[src/rtl/sum_seg_display.sv]
// Captures the 5-bit adder result and shows it as two multiplexed decimal digits on a 7-segment display.
// Latency: value_q updates on the load edge; seg/an follow one edge later.
// Backpressure: none. load is a plain strobe and is sampled on every edge.
module sum_seg_display #(
  parameter int unsigned REFRESH_DIV    = 50000,
  parameter bit          SEG_ACTIVE_LOW = 1'b1
) (
  input  logic       clk,
  input  logic       rst_n,
  input  logic       load,
  input  logic [3:0] sum_in,
  input  logic       cout_in,
  output logic [4:0] value_q,
  output logic [6:0] seg,
  output logic [1:0] an,
  output logic       dp
);

  localparam logic [19:0] TC       = 20'(REFRESH_DIV - 1);
  localparam logic [6:0]  SEG_OFF  = SEG_ACTIVE_LOW ? 7'h7F : 7'h00;
  localparam logic [1:0]  AN_OFF   = SEG_ACTIVE_LOW ? 2'b11 : 2'b00;
  localparam logic [1:0]  AN_UNITS = SEG_ACTIVE_LOW ? 2'b10 : 2'b01;
  localparam logic [1:0]  AN_TENS  = SEG_ACTIVE_LOW ? 2'b01 : 2'b10;
  localparam logic        DP_OFF   = SEG_ACTIVE_LOW;

  typedef enum logic {IDLE, SHOW} state_t;

  state_t      state;
  logic [19:0] cnt;
  logic        digit_sel;
  logic [1:0]  tens;
  logic [3:0]  units;

  function automatic logic [6:0] pattern(input logic [3:0] d);
    logic [6:0] p;
    case (d)
      4'd0:    p = 7'h3F;
      4'd1:    p = 7'h06;
      4'd2:    p = 7'h5B;
      4'd3:    p = 7'h4F;
      4'd4:    p = 7'h66;
      4'd5:    p = 7'h6D;
      4'd6:    p = 7'h7D;
      4'd7:    p = 7'h07;
      4'd8:    p = 7'h7F;
      4'd9:    p = 7'h6F;
      default: p = 7'h00;
    endcase
    return SEG_ACTIVE_LOW ? ~p : p;
  endfunction

  // Value never exceeds 31, so a three-way compare replaces a divider.
  always_comb begin
    tens = 2'd0;
    if (value_q >= 5'd30)      tens = 2'd3;
    else if (value_q >= 5'd20) tens = 2'd2;
    else if (value_q >= 5'd10) tens = 2'd1;
    units = 4'(value_q - 5'(tens) * 5'd10);
  end

  always_ff @(posedge clk or negedge rst_n) begin
    if (!rst_n) begin
      value_q   <= '0;
      cnt       <= '0;
      digit_sel <= 1'b0;
      state     <= IDLE;
      seg       <= SEG_OFF;
      an        <= AN_OFF;
      dp        <= DP_OFF;
    end else begin
      if (cnt == TC) begin
        cnt       <= '0;
        digit_sel <= ~digit_sel;
      end else begin
        cnt <= cnt + 20'd1;
      end

      if (load) value_q <= {cout_in, sum_in};
      dp <= DP_OFF;

      case (state)
        IDLE: begin
          seg <= SEG_OFF;
          an  <= AN_OFF;
          if (load) state <= SHOW;
        end
        SHOW: begin
          if (!digit_sel) begin
            seg <= pattern(units);
            an  <= AN_UNITS;
          end else if (tens != 2'd0) begin
            seg <= pattern({2'b00, tens});
            an  <= AN_TENS;
          end else begin
            // Leading zero: tens digit dark for this whole phase.
            seg <= SEG_OFF;
            an  <= AN_OFF;
          end
        end
        default: state <= IDLE;
      endcase
    end
  end

endmodule

[config.mk]
export PLATFORM = sky130hd
export DESIGN_NAME = sum_seg_display
export DESIGN_NICKNAME = d
export VERILOG_FILES = /design/src/rtl/sum_seg_display.sv
export SDC_FILE = /design/constraint.sdc
export NUM_CORES = 1
export LEC_CHECK = 0
export ABC_AREA = 0
export ABC_CLOCK_PERIOD_IN_PS = 3000
export CAP_MARGIN = 30
export CORE_UTILIZATION = 46
export CTS_CLUSTER_DIAMETER = 100
export CTS_CLUSTER_SIZE = 12
export DETAILED_ROUTE_END_ITERATION = 16
export PLACE_DENSITY_LB_ADDON = 0.1
export SYNTH_ARGS = -nofsm -noshare
export SYNTH_HDL_FRONTEND = slang
export SYNTH_SLANG_ARGS = --single-unit
[constraint.sdc]
create_clock -name clk -period 3 [get_ports clk]
set_clock_uncertainty 0.05 [all_clocks]
set_input_delay 0.3 -clock clk [delete_from_list [all_inputs] [get_ports clk]]
set_output_delay 0.3 -clock clk [all_outputs]
set_load 0.02 [all_outputs]
# Yosys cells after proc, flatten, opt, wreduce, memory -nomap -nowiden
# Memory sizes are Yosys's and may differ from the RTL's.
# Index checks and enable logic that the tools add are counted.
# classes
n_addsub	2
multipliers	1
n_lt_le_gt_ge	3
eq_ne	4
n_mux	18
bitwise_logic	4
n_reduce_logical	2
# ops
cell	count
two-way mux 7 bit	7
one-hot mux 7 bit (4 select lines)	1
adder 20 x 1 -> 20 bit (second input constant)	1
equality test 20 x 16 -> 1 bit (second input constant)	1
two-way mux 20 bit	1
inverter 7 bit	2
one-hot mux 7 bit (2 select lines)	1
greater-or-equal comparator 5 bit (second input constant)	2
two-way mux 2 bit	4
greater-or-equal comparator 5 x 4 -> 1 bit (second input constant)	1
equality test 2 bit (second input constant)	2
one-hot mux 2 bit (2 select lines)	1
subtractor 4 bit	1
multiplier 2 x 3 -> 3 bit (second input constant)	1
two-way mux 1 bit	3
equality test 2 x 1 -> 1 bit (second input constant)	1
zero test 2 bit	1
inverter 1 bit	2
nonzero test 2 bit	1
# word_totals
reg_bits	36
rom_bits	112
input_bits	8
out_inout_bits	15
wordCells	41
mem_count	1
# mem_list
name	depth	word_bits	read_ports	rd_clocked_by_memory_dff	write_ports	line_no	source
(name not given)	16	7	1	0	0	36	case (d)

# Longest topological paths before layout
# Gate-level depths: netlist (run 1).
# depth
ltp_word	13
mapped_depth	9
ltp_nobuf	9

# Least setup slack after synthesis (run 1)
# Ideal clock, no wire load.
# synth_path
path_kind	flip-flop to flip-flop
from	reg value_q[4]
to	reg seg[1]
setup_time_ns	0.098
t_arrival_ns	2.578
t_required_ns	2.852
slack_ns	0.274
stages_incl_launch_ff	10
n_path_buf	0
synth_period_minus_slack_ns	2.726
cell_sequence	dfrtp_1 > inv_2 > maj3_2 > a22o_1 > ha_1 > fa_1 > and2_1 > a32o_1 > o41ai_1 > a31oi_1
# synth_between
elab_chain_len	12
elab_cells_between_ends	16
classes_between	add/sub (1); mul (1); order compare (3); mux (8); bitwise (1); reduce/logical (1); memory (1)
# synth_lines
element	line_no	source
start: declaration	13	output logic [4:0] value_q,
start signal: assignment	78	if (load) value_q <= {cout_in, sum_in};
greater-or-equal comparator 5 x 4 -> 1 bit	57	else if (value_q >= 5'd10) tens = 2'd1;
two-way mux 1 bit	57	
two-way mux 2 bit	56	else if (value_q >= 5'd20) tens = 2'd2;
two-way mux 2 bit (*)	55	if (value_q >= 5'd30) tens = 2'd3;
multiplier 2 x 3 -> 3 bit	58	units = 4'(value_q - 5'(tens) * 5'd10);
subtractor 4 bit	58	
memory read (16 x 7 bit)	-	
two-way mux 7 bit	88	if (!digit_sel) begin
two-way mux 7 bit	81	case (state)
inverter 7 bit	49	return SEG_ACTIVE_LOW ? ~p : p;
two-way mux 7 bit (*)	88	
one-hot mux 7 bit (2 select lines) (*)	81	
end signal: assignment	89	seg <= pattern(units);
end signal: assignment	92	seg <= pattern({2'b00, tens});
end: declaration	14	output logic [6:0] seg,
# Every way passes the cells marked *; elsewhere a longest branch is shown, timed or not. The select of a mux whose other input is x is not followed.
# A chain may end at the register's enable or synchronous reset.

# Worst setup path in the final report (run 1)
# Same ends and word-level chain as after synthesis.

==> metrics.md, run 1 <==
| Metric | Value |
|---|---|
| Die width | roughly 65 um |
| Initial core utilization | 49.1% |
| Status | complete, no violations |
| WL/cell | 14.2 um |
| HP Class | input pin to asynchronous set/reset pin |
| Hold Buf Count CTS | 0 |
| Crit-path max cell delay | around 0.47 ns |
| Worst-skew pair later-pin latency | 0.28 ns |
| RD Place Congestion | 0.902 |
| GRT Residual Overflow | 0 |
| CTS Buf Count | 5 |
| Synth top area cells | dfrtp_1, dfstp_2, xnor2_1 |
| Final routed DRC violation total | 0 |
| Yosys warns | 0 |
| I/O Pins | 23 |
| Placement row count | 22 |
| Max cap viols | 0 |
| Netlist Area Pre-Place | 1840 um^2 |
| ANT nets after route | 0 |
| FF-to-FF End | seg[1] |
| Gate Count Post-Synth | approximately 170 |
| Starting DRT DRC Count | a little over 40 |
| Antenna diodes | 0 |
| Netlist cell types | 49 |
| Syn nets | 189 |
| Reg-to-reg slack, setup | around 0.24 ns |
| Commonest cells post-synth | dfrtp_1, nor2_1, xnor2_1 |
| Core Region | 3740 um^2 |
| Postcts setup bufs | 0 |
| Synth area leader | dfrtp_1 |
| Clock tree sinks | 36 |
| I/O Buffers | 21 |
| Final hold vios | 0 |
| Crit-path cells | inv_2 -> maj3_2 -> a22o_1 -> ha_1 -> fa_1 -> and2_1 -> a32o_1 -> o41ai_1 -> a31oi_1 |
| R2r worst-path depth | 9 |
| Post-synth ARST share | 100% |
| Fin util | 58.7% |
| Die Y | 65.2 um |
| Crit start category | flip-flop |
| Drt total wl | ~3500 um |
| Syn avg cell area | 10.6 um^2 |
| Cells after DPL | 240 |
| Via/cell ratio | approximately 5.4 |
| Sequential share of the synthesized area | between 40% and 50% |
| Worst setup path class | flip-flop to flip-flop |
| Root buf cell | clkbuf_8 |
| Number of synthesized flops with an enable pin | 0 |
| Sequential cell area | 912 um^2 |
| Worst R2R Start | value_q[4] |
| Seq cells post-synth | 36 |
| Top cell type's share of synthesized area | 36.7% |
| CTS H-tree lvls | 2 |
| Die area | 4250 um^2 |
| Final setup fails | 0 |
| Required @ worst endpoint | 3.14 ns |
| CTS clk-pin slew, worst paths | around 0.07 ns |
| PD cells | roughly 580 nW/um^2 |
| CTS resizes | 0 |
| Worst EP arrival | 2.90 ns |
| Setup TNS | 0 ns |
| Most frequent cell after synthesis | dfrtp_1 |
| Total GRT Usage | 19.5% |
| Post-DP HPWL | 2640 um |
| Slowest-stage cell, CP | fa_1 |
| Vias in the first global route | 1414 |
| DR vias | 1340 |
| # fillers | roughly 340 |
| RSZ-0062 raised after global routing | no |
| Worst path top cell family by delay | adder cells |
| Largest net degree at the start of global routing | 37 |
| GRT Max-Usage Layer | met2 |
| Pleak | 0.000936 uW |
| CP Max Fanout | 8 |
| First-pass GRT wire length | between 6000 and 7000 um |
| VDD IR max | 0.000230 V |
| Fmax achieved | between 0.3 and 0.4 GHz |
| GRT met1 Usage | a little over a fifth |
| Footprint of the multi-input gates | slightly below 900 um^2 |
| Non-Filler Instances | 247 |
| CTS tree | built |
| Met2 GRT Util | 35.1% |
| Tcrit/Tclk final | 92.1% |
| Worst setup EP type | flip-flop |
| Post-layout min period | between 2 and 3 ns |
| Drt first pass iters | 4 |
| GR Layer Usage met3 | under 10% |
| WHS | about 0.38 ns |
| P&R area growth vs syn | 19.5% |
| Fin. max-slew vios | 0 |
| Clock Path Buffers | 2 |
| Top FF cell, synth | dfrtp_1 |
| Share of cells above drive strength 1 | 13.1% |
| WP buf/inv | 1 |
| Initial antenna violation count | 0 |
| Nets | ~220 |
stage by stage:
stage	power, uW	setup WS (ns)	instance area [um^2]
floorplan	795	0.274	1840
global placement	933	0.333	2100
detailed placement	937	0.257	2100
CTS	1310	0.260	2200
global route	1360	0.0988	2200
finish	1280	0.237	2200
logic make-up (layout without fill, tap and decap cells):
group | Yosys count | count (layout) | share of synthesized area (%)
mux | 4 | 4 | 2.24
buf+inv | 12 | 38 | 2.65
xor+xnor | 18 | 18 | 8.57
compound gates | 28 | 28 | 11.4
other cells | 1 | 1 | 0.204
fa+ha+maj | 9 | 9 | 6.46
flops | 36 | 36 | 49.6
simple gates | 65 | 65 | 18.8
sequential cells by signal, summed over array words and instances, names as in the netlist:
register / flops
an: 2
cnt: 20
digit_sel: 1
seg: 7
state: 1
value_q: 5
worst max-delay path by stage:
stage / from / endpoint / slack [ns] / depth (start not counted)
floorplan: value_q[4] / seg[1] / 0.27 / 9
global placement: value_q[4] / seg[1] / 0.33 / 9
detailed placement: value_q[4] / seg[1] / 0.26 / 9
CTS: value_q[4] / seg[1] / 0.26 / 9
global route: value_q[4] / seg[2] / 0.1 / 9
finish: value_q[4] / seg[1] / 0.24 / 9
where the power goes:
part / internal, uW / total, uW / switching, uW / leakage (uW)
registers: 558 / 582 / 23.6 / 0.000442
clock network: 204 / 356 / 152 / 0.0000503
logic: 160 / 344 / 184 / 0.000443
total: 922 / 1280 / 360 / 0.000936
placed cells by master, fill, tap and decap left out, drive strengths merged, types with 2 or more instances in the layout:
master,instances
a21oi,4
clkdlybuf4s50,21
o211ai,3
ha,7
dfstp,9
o21ai,8
xnor2,11
and3,3
nor2,15
dfrtp,27
and2,3
mux2i,3
xor2,7
inv,9
o21a,2
nand2,10
nor4,6
a221oi,2
nor3,3
nand3,10
clkbuf,7
or2,3
nand4,5
per-layer routing:
metal / wire (um) / vias up
met1: 1480 / 642
met5: 0 / -
met3: 135 / 4
li1: - / 659
met4: 37 / 0
met2: 1860 / 35
area by class of cell:
cell class	instances	area share [%]
inverter	9	1.54
sequential	36	41.5
tap	48	2.73
clock buffer	7	4.38
timing repair buffer	22	9.90
multi-input combinational	125	40.0
No activity file was read; power rests on OpenSTA's default activity.
==> run 2: changes to the inputs <==
Settings changed: CTS_BUF_LIST set to sky130_fd_sc_hd__clkbuf_4 sky130_fd_sc_hd__clkbuf_8, RECOVER_POWER set to 50.
==> run 2 against run 1 <==
The run now ends with max-capacitance violations, max-slew violations left. Routed wire length about the same. Worst setup slack unchanged. Combinational power about the same. First-iteration DRC count unchanged. Cell count unchanged. Maximum frequency unchanged. Register-to-register slack about the same. Core utilization down 0.10 points. Die area unchanged. Sequential power about the same. Critical path depth unchanged. Count of clock-buffer cells in the layout unchanged.
==> metrics.md, run 2 (synthesis results as in run 1) <==
| Metric | Value |
|---|---|
| Worst hold path depth | 1 |
| CTS clk-pin slew, worst paths | 0.06 ns (was 0.07 ns) |
| Post-layout min period | 2.76 ns (unchanged) |
| Starting DRT DRC Count | 41 (unchanged) |
| Vias in the first global route | 1414 (unchanged) |
| Required @ worst endpoint | 3.14 ns (about the same) |
| I/O Pins | 23 (unchanged) |
| Worst EP arrival | 2.90 ns (about the same) |
| Clock Path Buffers | 2 (unchanged) |
| Max_slew headroom | -22.1% |
| Non-Filler Instances | 247 (unchanged) |
| Worst setup EP type | flip-flop (unchanged) |
| CP Max Fanout | 8 (unchanged) |
| Most frequent cells in the layout | dfrtp_1, clkdlybuf4s50_1, nor2_1 (unchanged) |
| Fmax achieved | 0.362 GHz (unchanged) |
| Placement row count | 22 (unchanged) |
| Total power | 1280 uW (about the same) |
| GRT Residual Overflow | 0 (unchanged) |
| Reg power frac | 45.4% (was 45.3%) |
| Largest net degree at the start of global routing | 37 (unchanged) |
| Pint | 921 uW (was 922 uW) |
| PD cells | 584 nW/um^2 (was 583 nW/um^2) |
| Max FFs per register | 20 (unchanged) |
| Switching part of the total | 28.1% (about the same) |
| P&R area growth vs syn | 19.3% (was 19.5%) |
| M1 WL | 1490 um (was 1480 um) |
| Clock power share | 27.8% (about the same) |
| Comb pwr share | 26.8% (was 26.9%) |
| First-pass GRT wire length | 6280 um (unchanged) |
| Biggest registers after layout | cnt: 20 flops, seg: 7 flops, value_q: 5 flops (unchanged) |
| Final hold vios | 0 (unchanged) |
| Drt total wl | 3520 um (about the same) |
| Initial core utilization | 49.1% (unchanged) |
| Drt first pass iters | 4 (unchanged) |
| Worst-skew pair later-pin latency | 0.28 ns (about the same) |
| R2r worst-path depth | 9 (unchanged) |
| Antenna diodes | 0 (unchanged) |
| Setup TNS | 0 ns (unchanged) |
| Net Sw Power | 360 uW (about the same) |
| Initial antenna violation count | 0 (unchanged) |
| Max cap viols | 1 (was 0) |
| Die Y | 65.2 um (unchanged) |
| CTS resizes | 0 (unchanged) |
| Postcts setup bufs | 0 (unchanged) |
| Final setup fails | 0 (unchanged) |
| Via/cell ratio | 5.43 (unchanged) |
| Total GRT Usage | 19.5% (unchanged) |
| ANT nets after route | 0 (unchanged) |
| Root buf cell | clkbuf_8 (unchanged) |
| Post-DP HPWL | 2640 um (unchanged) |
| RD Place Congestion | 0.902 (unchanged) |
| Failing checks | max-capacitance violations, max-slew violations |
| DR WL met3 | 128 um (was 135 um) |
| CTS Buf Count | 5 (unchanged) |
| Share of cells above drive strength 1 | 12.6% (was 13.1%) |
| Pleak | 0.000933 uW (was 0.000936 uW) |
| Met2 WL post-DR | 1860 um (about the same) |
| WL/cell | 14.2 um (about the same) |
| CTS H-tree lvls | 2 (unchanged) |
| Nets | 215 (unchanged) |
| Slew @ Worst Pin | between 1.5 and 2 ns |
| Status | finished with violations (was complete, no violations) |
| Final routed DRC violation total | 0 (unchanged) |
| Worst setup path class | flip-flop to flip-flop (unchanged) |
| Tcrit/Tclk final | 92.1% (unchanged) |
| Biggest register | cnt (unchanged) |
| VDD IR max | 0.000230 V (about the same) |
| Commonest non-fill, non-tap cell in the layout | dfrtp_1 (unchanged) |
| Cells after DPL | 240 (unchanged) |
| Crit start category | flip-flop (unchanged) |
| Clock tree sinks | 36 (unchanged) |
| Fin. max-slew vios | 37 (was 0) |
| DR vias | 1340 (unchanged) |
| Die width | 65.2 um (unchanged) |
| Top Layer Used | met4 (unchanged) |
| Hold Buf Count CTS | 0 (unchanged) |
| HP Class | flip-flop to flip-flop (was input pin to asynchronous set/reset pin) |
| Core Region | 3740 um^2 (unchanged) |
| Die area | 4250 um^2 (unchanged) |
| CTS tree | built (unchanged) |
| I/O Buffers | 21 (unchanged) |
| RSZ-0062 raised after global routing | no (unchanged) |
## run 2: changes by cell type in the layout (fill, tap and decap cells not counted)
cell	before	now
dlygate4sd3_1	0	2
clkbuf_1	0	1
buf_4	1	0
clkdlybuf4s50_1	21	19
## run 2: layer usage
metal  vias to the layer above  GRT usage [%]
li1                        659              -
met1                       642           21.7
met2                        35           35.1
met3                         4           5.38
met4                         0           7.34
met5                         -              0
## run 2: worst max-delay path, stage by stage, from the launching register on
cell and delay (ns):
dfrtp_1 0.43, inv_2 0.12, maj3_2 0.33, a22o_1 0.20, ha_1 0.19, fa_1 0.47, and2_1 0.21, a32o_1 0.27
o41ai_1 0.32, a31oi_1 0.07
## run 2: layout make-up
type / instances / area [um^2]
flip-flops and latches: 36 / 912
clock buffers: 7 / 96.3
well taps: 48 / 60.1
repair buffers: 22 / 214
fillers: 342 / 1550
inverters: 9 / 33.8
multi-input cells: 125 / 878
## run 2: final timing paths
kind / startpoint / endpoint / slack, ns
setup / recovery: value_q[4] / seg[1] / 0.24
hold / removal: cnt[19] / cnt[19] / 0.44
setup reg to reg: value_q[4] / seg[1] / 0.24
hold reg to reg: cnt[19] / cnt[19] / 0.44
max in group asynchronous: rst_n / value_q[2] / 0.84
min in group asynchronous: rst_n / cnt[11] / 1.00
## run 2: power groups by stage
stage | registers [uW] | logic (uW) | clock network [uW]
6_report | 582 | 343 | 356
5_1_grt | 588 | 373 | 395
4_1_cts | 581 | 348 | 378
3_5_place_dp | 590 | 347 | 0
3_3_place_gp | 589 | 344 | 0
2_1_floorplan | 650 | 144 | 0
## run 2: through the flow
stage / hold slack, ns / utilization [%] / worst slack (ns) / area [um^2]
floorplan: -0.0456 / - / 0.274 / 1840
global placement: 0.418 / 56.1 / 0.333 / 2100
detailed placement: 0.436 / 56.1 / 0.257 / 2100
CTS: 0.393 / 58.7 / 0.260 / 2200
global route: 0.463 / 58.6 / 0.0988 / 2190
finish: 0.443 / 58.6 / 0.237 / 2190
